## src/rtl/mux_pipe_sel_pkg.sv

```systemverilog
// Shared helpers for the mux_pipe_sel selector: width and group-count functions.
package mux_pipe_pkg;

  // Never returns less than 1, so a one-wide select (GROUP=1, NGRP=1) still gets a real bit.
  function automatic int clog2_f(input int n);
    int r;
    r = 0;
    while ((1 << r) < n) r++;
    return (r < 1) ? 1 : r;
  endfunction

  function automatic int ngrp_f(input int nch, input int group);
    return (nch + group - 1) / group;
  endfunction

endpackage

```

## src/rtl/mux_pipe_grp_sel.sv

```systemverilog
// Combinational N-input, W-bit selector; an index with no matching input yields zero.
module mux_pipe_grp_sel #(
  parameter int N  = 5,
  parameter int W  = 8,
  parameter int SW = 3
) (
  input  logic [N*W-1:0] data_i,
  input  logic [SW-1:0]  sel_i,
  output logic [W-1:0]   data_o
);

  always_comb begin
    data_o = '0;
    for (int k = 0; k < N; k++) begin
      if (sel_i == SW'(k)) data_o = data_i[k*W +: W];
    end
  end

endmodule

```

## src/rtl/mux_pipe_sel.sv

```systemverilog
// Two-stage pipelined N-channel selector with valid/ready on both sides.
// Optional saturating error counter on err_cnt when MUX_PIPE_SEL_ERRCNT_EN is defined.
module mux_pipe_sel
  import mux_pipe_pkg::*;
#(
  parameter  int NCH   = 10,
  parameter  int W     = 8,
  parameter  int GROUP = 5,
  localparam int SELW  = clog2_f(NCH)
) (
  input  logic              clk,
  input  logic              rst,
  input  logic [NCH*W-1:0]  in_data,
  input  logic [SELW-1:0]   in_sel,
  input  logic              in_valid,
  output logic              in_ready,
  output logic [W-1:0]      out_data,
  output logic [SELW-1:0]   out_sel,
  output logic              out_err,
  output logic              out_valid,
  input  logic              out_ready
`ifdef MUX_PIPE_SEL_ERRCNT_EN
  ,
  output logic [15:0]       err_cnt
`endif
);

  localparam int NGRP = ngrp_f(NCH, GROUP);
  localparam int GSW  = clog2_f(GROUP);
  localparam int NGW  = clog2_f(NGRP);

  typedef struct packed {
    logic [NGW-1:0]  grp;
    logic [SELW-1:0] eff_sel;
    logic            err;
  } s1_side_t;

  logic                   en1, en2;
  logic                   v1_q, v2_q;
  logic [NGRP*GROUP*W-1:0] in_pad;
  logic [GSW-1:0]         idx_d;
  s1_side_t               side_d, side_q;
  logic [NGRP*W-1:0]      cand_d, cand_q;
  logic [W-1:0]           s2_data_d;
  logic [W-1:0]           out_data_q;
  logic [SELW-1:0]        out_sel_q;
  logic                   out_err_q;

  assign en2      = !v2_q || out_ready;
  assign en1      = !v1_q || en2;
  assign in_ready = en1;

  always_comb begin
    side_d.err     = ({1'b0, in_sel} >= (SELW+1)'(NCH));
    side_d.eff_sel = side_d.err ? '0 : in_sel;
    side_d.grp     = NGW'(side_d.eff_sel / GROUP);
    idx_d          = GSW'(side_d.eff_sel % GROUP);
  end

  // Channels past NCH in a partial last group read as zero rather than X.
  always_comb begin
    in_pad              = '0;
    in_pad[NCH*W-1:0]   = in_data;
  end

  for (genvar g = 0; g < NGRP; g++) begin : g_s1
    mux_pipe_grp_sel #(.N(GROUP), .W(W), .SW(GSW)) u_s1_sel (
      .data_i (in_pad[g*GROUP*W +: GROUP*W]),
      .sel_i  (idx_d),
      .data_o (cand_d[g*W +: W])
    );
  end

  mux_pipe_grp_sel #(.N(NGRP), .W(W), .SW(NGW)) u_s2_sel (
    .data_i (cand_q),
    .sel_i  (side_q.grp),
    .data_o (s2_data_d)
  );

  always_ff @(posedge clk or posedge rst) begin
    if (rst) begin
      v1_q   <= 1'b0;
      cand_q <= '0;
      side_q <= '0;
    end else if (en1) begin
      v1_q <= in_valid;
      if (in_valid) begin
        cand_q <= cand_d;
        side_q <= side_d;
      end
    end
  end

  always_ff @(posedge clk or posedge rst) begin
    if (rst) begin
      v2_q       <= 1'b0;
      out_data_q <= '0;
      out_sel_q  <= '0;
      out_err_q  <= 1'b0;
    end else if (en2) begin
      v2_q <= v1_q;
      if (v1_q) begin
        out_data_q <= s2_data_d;
        out_sel_q  <= side_q.eff_sel;
        out_err_q  <= side_q.err;
      end
    end
  end

  assign out_valid = v2_q;
  assign out_data  = out_data_q;
  assign out_sel   = out_sel_q;
  assign out_err   = out_err_q;

`ifdef MUX_PIPE_SEL_ERRCNT_EN
  logic [15:0] err_cnt_q;

  always_ff @(posedge clk or posedge rst) begin
    if (rst) begin
      err_cnt_q <= '0;
    end else if (v2_q && out_ready && out_err_q && (err_cnt_q != 16'hFFFF)) begin
      err_cnt_q <= err_cnt_q + 16'd1;
    end
  end

  assign err_cnt = err_cnt_q;
`endif

endmodule
```

## config.mk

```make
export PLATFORM = sky130hd
export DESIGN_NAME = mux_pipe_sel
export DESIGN_NICKNAME = d
export VERILOG_FILES = /design/src/rtl/mux_pipe_sel_pkg.sv /design/src/rtl/mux_pipe_grp_sel.sv /design/src/rtl/mux_pipe_sel.sv
export SDC_FILE = /design/constraint.sdc
export NUM_CORES = 1
export LEC_CHECK = 0
export BUFFER_PORTS_ARGS = -buffer_cell sky130_fd_sc_hd__buf_2
export CAP_MARGIN = 15
export CORE_MARGIN = 2
export CORE_UTILIZATION = 56
export CTS_BUF_LIST = sky130_fd_sc_hd__clkbuf_4
export CTS_CLUSTER_SIZE = 25
export DETAILED_ROUTE_END_ITERATION = 6
export GPL_ROUTABILITY_DRIVEN = 0
export GPL_TIMING_DRIVEN = 1
export PLACE_DENSITY = 0.93
export RECOVER_POWER = 25
export SKIP_LAST_GASP = 1
export SLEW_MARGIN = 20
export SYNTH_ARGS = -nofsm -noshare
export SYNTH_HDL_FRONTEND = slang
export SYNTH_SLANG_ARGS = --single-unit
```

## constraint.sdc

```tcl
create_clock -name clk -period 3.69 [get_ports clk]
set_clock_uncertainty 0.05 [all_clocks]
set_input_delay 0 -clock clk [delete_from_list [all_inputs] [get_ports clk]]
set_output_delay 0 -clock clk [all_outputs]
set_load 0.02 [all_outputs]
```

==> results of run 1 <==
==> sequential cells by signal, indices dropped and copies added (netlist names) <==
register   count
cand_q        16
out_data       8
side_q         6
out_sel        4
out_err        1
out_valid      1
v1_q           1
==> Yosys cell counts, drive strengths merged (4+ instances only) <==
master   instances
o2bb2ai         16
o211ai          16
a31oi           18
o21ai           47
nor2b           19
nor2            16
nand3           16
buf              8
mux2i            9
inv              4
ha               4
nand2           21
dfrtp           37
mux2             6
a211oi          16
nand2b           5
clkbuf          22
a21oi           18
nor3b           19
==> cell usage in the layout, fill, tap and decap left out, types with 10 or more instances in the layout <==
master and count:
a211oi_2 10, a21oi_1 18, a31oi_1 18, buf_2 102, dfrtp_1 37, dlygate4sd3_1 35
nand2_1 20, nand3_1 16, nor2_1 16, nor2b_1 19, nor3b_1 16, o211ai_1 16
o21ai_0 44, o2bb2ai_1 16
==> timing repair <==
action	CTS	global route
resized for setup	0	1
setup endpoints to repair	0	13
hold buffers	35	0
hold endpoints to repair	57	0
==> final timing paths <==
kind,end,cells past startpoint,slack [ns]
worst max-delay path,cand_q[11]$_DFFE_PP0P_,13,0.32
worst min-delay path,cand_q[15]$_DFFE_PP0P_,4,-0.008
worst max register to register,cand_q[12]$_DFFE_PP0P_,7,1.32
worst min register to register,side_q[4]$_DFFE_PP0P_,2,0.44
max in group asynchronous,cand_q[9]$_DFFE_PP0P_,4,1.67
min in group asynchronous,out_valid$_DFFE_PP0P_,4,0.81
==> cells by family (layout without fill, tap and decap cells) <==
group,after synthesis,count (layout),synth area share [%]
AO/OA/AOI/OAI,136,136,33.4
adder cells (fa/ha/maj),4,4,1.78
buffers and inverters,34,156,5.84
flip-flops,37,37,33.0
multiplexers,15,15,5.75
AND/OR/NAND/NOR,100,100,20.3
==> report_power, final <==
part | total [mW] | internal [mW] | switching [mW] | leakage (nW)
Clock | 0.217 | 0.0718 | 0.145 | 0.0310
Combinational | 0.556 | 0.249 | 0.307 | 1.08
Sequential | 0.548 | 0.493 | 0.0552 | 0.446
==> final cells by class <==
cell class / count / area, µm²
Clock inverter: 3 / 17.5
Tap cell: 67 / 83.8
Multi-Input combinational cell: 255 / 1720
Sequential cell: 37 / 926
Fill cell: 329 / 1070
Clock buffer: 5 / 37.5
Inverter: 4 / 15.0
Timing Repair Buffer: 144 / 910
==> per-stage QoR <==
step,instance area (µm²),hold WS (ns),instances,util (%),total power [mW]
floorplan,2810,0.0584,326,-,0.868
global placement,3300,0.0710,472,69.0,1.00
detailed placement,3300,0.0761,472,69.0,1.03
CTS,3710,0.000427,515,77.5,1.30
global route,3710,0.00704,515,77.6,1.39
finish,3710,-0.00792,515,77.6,1.32
==> critical path, stage by stage <==
cell and delay [ns]:
buf_2 0.32, o21ai_0 0.19, nand2_1 0.17, inv_1 0.06, ha_1 0.20, nand2b_1 0.23, mux2_4 0.43, a21boi_4 0.42
nor3b_4 0.25, buf_4 0.38, o2bb2ai_1 0.22, a21oi_1 0.08, dlygate4sd3_1 0.58
==> routing by layer <==
| metal | global-route usage (%) | part of all wire [%] | up-vias |
|---|---|---|---|
| met2 | 50.0 | 48 | 184 |
| met5 | 0 | 0 | - |
| met1 | 41.5 | 42 | 1404 |
| met4 | 13.7 | 2.9 | 0 |
| met3 | 3.88 | 7.5 | 24 |
| li1 | - | - | 1452 |
==> results.yml, run 1 <==
flow_run:
  cap_violations: 1
drt:
  firstDrtPassIters: 6
  avgViaCountPerCell: 5.95
  wl_per_cell_um: 16.1
  drtIter0Drc: 315
  detail-route-antenna-nets: 0
  drc: 0
  wirelength_mm: 8.31
  vias: 3064
setup_path:
  path_max_fanout: 32
  worst-setup-path-type: "in2reg"
  reg2reg_from: "out_valid$_DFFE_PP0P_"
  critPathArrivalTime_ns: 3.57
  crit_start: "in_sel[3]"
  cp.required_ns: 3.89
  cp-start-kind: "input pin"
  cp-end-kind: "flop"
finish:
  synthToLayoutAreaGrowth_pct: 32.3
  layout-drive-gt1-share_pct: 31.9
  final_nets: 539
  num_antenna_cells: 0
timing:
  finalSetupViolations: 0
  layout_min_cycle_time_ns: 3.37
  relSlewSlack_pct: -28.4
  grt_setup_unrepaired: "no"
  slew_violations: 38
  min_period_over_period_pct: 91.3
  whs_ns: -0.00792
  tightest_slew_ns: 1.93
  fmax_ghz: 0.297
  fin_tns_setup_ns: 0
  final_hold_viol_count: 2
  worst_slack_ns: 0.321
yosys:
  synth_edf_count: 0
  ys.flop_type: "dfrtp_1"
  synth_cell_types: 36
  ys_seq_elements: 37
  ys.warnings.count: 0
  synth-async-reset-ratio_pct: 100
  synthTopCellsByArea: "dfrtp_1, o21ai_0, o2bb2ai_1, a211oi_2, nor3b_1"
  synth.avg_cell_area_um2: 8.60
  seq_area_frac_synth_pct: 33.0
  yosysTopAreaCell: "dfrtp_1"
  synth_nets: 418
  syn_inst: 326
  synth_top_area_share_pct: 33.0
  syn_area_mm2: 0.00281
grt:
  grt_pass1_wl_mm: 13.1
  grt_pass1_vias: 2814
  grt_overflow: 0
  track_usage_pct: 30.8
  antenna_found_initial: 0
  grt_max_degree: 38
clock_network:
  clock_latency_ns: 0.36
  cts_buffer_depth: 2
  cts_setup_buffers: 0
  cts_tree: "built"
  cts-root-buf: "clkbuf_4"
  cts_sinks: 37
  htree_levels: 2
  cts_buffers: 5
  clk_pin_slew_ns: 0.11
floorplan:
  dieHeight_um: 74.8
  io_pins: 103
  coreArea_mm2: 0.00479
  rows: 25
  start_util_pct: 58.6
  dieWidth_um: 74.8
  die_area_mm2: 0.00559
outcome:
  status: "finished with violations"
  violations: "hold timing, capacitance limit, slew limit"
hold_path:
  min_path_type: "in2reg"
  min_from: "in_data[79]"
power:
  peakVddDrop_v: 0.000150
  p_per_area_mw_per_mm2: 356
  leakage_nw: 1.55
placement:
  post-place-ws_ns: 0.388
  place_hpwl_mm: 5.76
  io_buffers: 102
Note: power is estimated with default switching activity, not from simulation.
==> inputs of run 2 (changes only) <==
--- a/config.mk
+++ b/config.mk
@@ -8,13 +8,13 @@
 export BUFFER_PORTS_ARGS = -buffer_cell sky130_fd_sc_hd__buf_2
 export CAP_MARGIN = 15
 export CORE_MARGIN = 2
-export CORE_UTILIZATION = 56
+export CORE_UTILIZATION = 47
 export CTS_BUF_LIST = sky130_fd_sc_hd__clkbuf_4
 export CTS_CLUSTER_SIZE = 25
 export DETAILED_ROUTE_END_ITERATION = 6
 export GPL_ROUTABILITY_DRIVEN = 0
 export GPL_TIMING_DRIVEN = 1
-export PLACE_DENSITY = 0.93
+export PLACE_DENSITY = 0.84
 export RECOVER_POWER = 25
 export SKIP_LAST_GASP = 1
 export SLEW_MARGIN = 20
==> constraint.sdc (replaced) <==
create_clock -name clk -period 3.01 [get_ports clk]
set_clock_uncertainty 0.05 [all_clocks]
set_input_delay 0 -clock clk [delete_from_list [all_inputs] [get_ports clk]]
set_output_delay 0 -clock clk [all_outputs]
set_load 0.02 [all_outputs]
==> results.yml, run 2 (synthesis gave the netlist of run 1 again) <==
timing:
  layout_min_cycle_time_ns: 2.78
  final_hold_viol_count: 0
  fmax_ghz: 0.359
  finalSetupViolations: 0
  tightest_slew_ns: 2.01
  min_period_over_period_pct: 92.4
  fin_tns_setup_ns: 0
  slew_violations: 38
  grt_setup_unrepaired: "no"
  relSlewSlack_pct: -33.7
floorplan:
  rows: 28
  dieWidth_um: 81.3
  coreArea_mm2: 0.00585
  die_area_mm2: 0.00660
  io_pins: 103
  dieHeight_um: 81.3
  start_util_pct: 47.9
setup_path:
  reg2reg_from: "out_valid$_DFFE_PP0P_"
  cp.required_ns: 3.18
  reg2reg_setup_slack_ns: 1.41
  reg2reg_to: "cand_q[7]$_DFFE_PP0P_"
  cp-start-kind: "input pin"
  worst-setup-path-type: "in2reg"
  path_max_fanout: 32
  cp-end-kind: "flop"
  reg2reg_depth: 6
  critPathArrivalTime_ns: 2.96
finish:
  final_nets: 541
  layout_common_cells: "buf_2, o21ai_0, dfrtp_1"
  layout.cells.most_common: "buf_2"
  fin_area_mm2: 0.00375
  layout-drive-gt1-share_pct: 32.0
  num_antenna_cells: 0
  largest_register_ffs: 16
  final_util_pct: 64.1
  regMostFlops: "cand_q"
  synthToLayoutAreaGrowth_pct: 33.7
drt:
  wirelength_mm: 8.67
  vias: 3115
  firstDrtPassIters: 7
  drtIter0Drc: 261
  avgViaCountPerCell: 5.93
  wl_per_cell_um: 16.5
  detail-route-antenna-nets: 0
  drc: 0
power:
  leakage_nw: 1.58
  p_per_area_mw_per_mm2: 439
  peakVddDrop_v: 0.000265
clock_network:
  cts_setup_buffers: 0
  cts_sinks: 37
  cts-root-buf: "clkbuf_4"
  cts_buffers: 5
  clk_pin_slew_ns: 0.11
  cts_tree: "built"
  cts_buffer_depth: 2
  htree_levels: 2
  clock_latency_ns: 0.34
grt:
  grt_max_degree: 44
  grt_pass1_vias: 2733
  grt_pass1_wl_mm: 13.0
  track_usage_pct: 25.2
  antenna_found_initial: 0
  grt_overflow: 0
hold_path:
  min_path_type: "in2reg"
  hold_end: "cand_q[8]$_DFFE_PP0P_"
  min_from: "in_data[72]"
  holdPathStages: 4
outcome:
  status: "finished with violations"
  violations: "capacitance limit, slew limit"
placement:
  place_area_mm2: 0.00334
  place_hpwl_mm: 5.98
  io_buffers: 102
flow_run:
  cap_violations: 1
run 2: per-stage QoR:
| stage | hold WS (ns) | instances | setup slack [ns] | power [mW] |
|---|---|---|---|---|
| after CTS | 0.00110 | 525 | 0.0485 | 1.64 |
| after floorplan | 0.0584 | 326 | 0.302 | 1.06 |
| after global routing | 0.00501 | 525 | 0.0497 | 1.73 |
| after detailed placement | 0.0822 | 484 | 0.116 | 1.27 |
| final | 0.00421 | 525 | 0.228 | 1.64 |
| after global placement | 0.0734 | 484 | 0.327 | 1.24 |
run 2: worst max path at each step:
| stage | start | to | slack (ns) | cells after the start |
|---|---|---|---|---|
| 6_report | in_sel[3] | cand_q[7]$_DFFE_PP0P_ | 0.23 | 13 |
| 5_1_grt | in_sel[3] | cand_q[15]$_DFFE_PP0P_ | 0.05 | 13 |
| 2_1_floorplan | in_sel[3] | cand_q[10]$_DFFE_PP0P_ | 0.30 | 13 |
| 4_1_cts | in_sel[3] | cand_q[11]$_DFFE_PP0P_ | 0.05 | 12 |
| 3_3_place_gp | in_sel[1] | cand_q[15]$_DFFE_PP0P_ | 0.33 | 10 |
| 3_5_place_dp | in_sel[1] | cand_q[11]$_DFFE_PP0P_ | 0.12 | 10 |
run 2: layout make-up:
cell class | instances | area (µm²)
clock inverter | 2 | 33.8
clock buffer | 6 | 45.0
fill | 474 | 2100
timing repair buffer | 146 | 920
tap | 75 | 93.8
sequential | 37 | 926
inverter | 4 | 15.0
multi-input combinational | 255 | 1720
run 2: timing repair:
item	CTS	global route
hold buffers	33	0
endpoints found under the hold margin	56	0
setup endpoints to repair	0	16
gates resized for setup	0	1
run 2: per-layer routing:
metal  vias up  wire length (µm)  global-route usage [%]  share of wire (%)
met1      1451              3620                    33.8                 42
met2       179              4190                    43.3                 48
met3        23               700                    3.00                8.1
met4         0               169                    6.10                1.9
li1       1462                 -                       -                  -
met5         -                 0                       0                  0
run 2: critical path, cell delays in order:
cell and delay [ns]:
buf_2 0.14, dlygate4sd3_1 0.55, o21ai_0 0.10, nand2_1 0.16
inv_1 0.06, ha_1 0.20, nand2b_1 0.22, mux2_4 0.43
a21boi_4 0.26, nor3b_4 0.21, buf_4 0.37, o2bb2ai_1 0.17
a21oi_1 0.07
run 2: power breakdown:
group          internal, mW  switching, mW  total, mW  leakage, nW
clock                 0.182          0.160      0.342       0.0433
combinational         0.267          0.366      0.633         1.09
sequential            0.604         0.0664      0.670        0.446
total                  1.05          0.592       1.64         1.58
==> inputs of run 3 (changes only) <==
--- a/config.mk
+++ b/config.mk
@@ -8,13 +8,13 @@
 export BUFFER_PORTS_ARGS = -buffer_cell sky130_fd_sc_hd__buf_2
 export CAP_MARGIN = 15
 export CORE_MARGIN = 2
-export CORE_UTILIZATION = 47
+export CORE_UTILIZATION = 56
 export CTS_BUF_LIST = sky130_fd_sc_hd__clkbuf_4
 export CTS_CLUSTER_SIZE = 25
 export DETAILED_ROUTE_END_ITERATION = 6
 export GPL_ROUTABILITY_DRIVEN = 0
 export GPL_TIMING_DRIVEN = 1
-export PLACE_DENSITY = 0.84
+export PLACE_DENSITY = 0.93
 export RECOVER_POWER = 25
 export SKIP_LAST_GASP = 1
 export SLEW_MARGIN = 20
==> constraint.sdc (replaced) <==
create_clock -name clk -period 3.24 [get_ports clk]
set_clock_uncertainty 0.05 [all_clocks]
set_input_delay 0 -clock clk [delete_from_list [all_inputs] [get_ports clk]]
set_output_delay 0 -clock clk [all_outputs]
set_load 0.02 [all_outputs]
==> results.yml, run 3 (synthesis gave the netlist of run 1 again) <==
outcome:
  status: "finished with violations"
  violations: "capacitance limit, slew limit"
clock_network:
  cts_buffers: 5
  cts_tree: "built"
  cts_buffer_depth: 2
  cts_sinks: 37
  cts-root-buf: "clkbuf_4"
  clk_pin_slew_ns: 0.10
  clock_latency_ns: 0.35
  htree_levels: 2
grt:
  track_usage_pct: 31.8
  antenna_found_initial: 0
  grt_max_degree: 44
  grt_pass1_vias: 2850
  grt_overflow: 0
  grt_pass1_wl_mm: 13.6
timing:
  finalSetupViolations: 0
  slew_violations: 38
  relSlewSlack_pct: -26.7
  fin_tns_setup_ns: 0
  worst_slack_ns: 0.190
  final_hold_viol_count: 0
  layout_min_cycle_time_ns: 3.05
  min_period_over_period_pct: 94.1
  fmax_ghz: 0.328
  tightest_slew_ns: 1.90
finish:
  seqCellArea_um2: 926
  final_cells: 518
  fin_area_mm2: 0.00376
  multi_input_area_mm2: 0.00173
  num_antenna_cells: 0
  largest_register_ffs: 16
  synthToLayoutAreaGrowth_pct: 33.9
  final_nets: 542
  regMostFlops: "cand_q"
  fillers: 318
  layout_common_cells: "buf_2, o21ai_0, dfrtp_1"
  layout-drive-gt1-share_pct: 31.9
  layout.cells.most_common: "buf_2"
  final_util_pct: 78.5
setup_path:
  cp.required_ns: 3.42
  slowest_delay_ns: 0.58
  path_max_fanout: 32
  path_cells: "clkbuf_4 > o21ai_0 > nand2_1 > inv_1 > ha_1 > nand2b_1 > mux2_4 > a21boi_4 > nor3b_4 > buf_8 > o2bb2ai_1 > a21oi_1 > dlygate4sd3_1"
  worst-setup-path-type: "in2reg"
  cp-start-kind: "input pin"
  cp-end-kind: "flop"
  crit_slowest_cell: "dlygate4sd3_1"
  critPathArrivalTime_ns: 3.23
placement:
  place_area_mm2: 0.00332
  post-place-ws_ns: 0.300
  dp_cells: 474
  io_buffers: 102
  place_hpwl_mm: 5.68
drt:
  drtIter0Drc: 359
  wl_per_cell_um: 16.9
  firstDrtPassIters: 5
  avgViaCountPerCell: 6.10
  wirelength_mm: 8.75
  drc: 0
  vias: 3159
  detail-route-antenna-nets: 0
power:
  peakVddDrop_v: 0.000187
  leakage_nw: 1.58
  p_per_area_mw_per_mm2: 406
hold_path:
  min_path_type: "in2reg"
floorplan:
  rows: 25
  dieWidth_um: 74.8
  io_pins: 103
  die_area_mm2: 0.00559
  dieHeight_um: 74.8
  coreArea_mm2: 0.00479
  start_util_pct: 58.6
flow_run:
  cap_violations: 1
run 3: final timing paths:
check	from	endpoint	slack, ns	cells past startpoint
setup / recovery	in_sel[3]	cand_q[1]$_DFFE_PP0P_	0.19	13
hold / removal	in_data[77]	cand_q[13]$_DFFE_PP0P_	0.007	4
setup reg to reg	v1_q$_DFFE_PP0N_	cand_q[1]$_DFFE_PP0P_	1.04	5
hold reg to reg	side_q[4]$_DFFE_PP0P_	side_q[4]$_DFFE_PP0P_	0.44	2
max in group asynchronous	rst	cand_q[4]$_DFFE_PP0P_	1.24	4
min in group asynchronous	rst	out_data[5]$_DFFE_PP0P_	0.80	4
run 3: area by class of cell:
| cell class | instances | share of cell area [%] |
|---|---|---|
| inverter | 4 | 0.400 |
| timing repair buffer | 147 | 25.1 |
| sequential | 37 | 24.6 |
| tap | 67 | 2.23 |
| multi-input combinational | 255 | 46.1 |
| clock inverter | 2 | 0.266 |
| clock buffer | 6 | 1.20 |
run 3: repair_timing:
action,CTS,global route
buffers inserted,0,0
hold endpoints to repair,57,0
gates resized for setup,0,5
hold buffers,36,0
setup endpoints to repair,0,14
run 3: critical path: cells and delay by family:
kind / cells / cell delay (ns)
compound gates: 4 / 0.70
fa+ha+maj: 1 / 0.21
buf+inv: 4 / 1.20
mux: 1 / 0.45
simple gates: 3 / 0.67
run 3: layer usage:
metal	GRT usage [%]	share of wire, %	up-vias	routed length [µm]
li1	-	-	1466	-
met1	44.9	41	1457	3620
met2	50.4	47	217	4100
met3	5.09	10	19	873
met4	9.92	1.8	0	160
met5	0	0	-	0
run 3: power by group:
group          total [mW]  switching [mW]  internal (mW)
clock               0.246           0.155         0.0911
combinational       0.654           0.362          0.293
sequential          0.625          0.0636          0.561
total                1.53           0.580          0.945
run 3: through the flow:
stage	total power [mW]	hold WS (ns)
6_report	1.53	0.00666
5_1_grt	1.61	0.0109
3_5_place_dp	1.17	0.0789
4_1_cts	1.48	0.00478
3_3_place_gp	1.15	0.0726
2_1_floorplan	0.989	0.0584
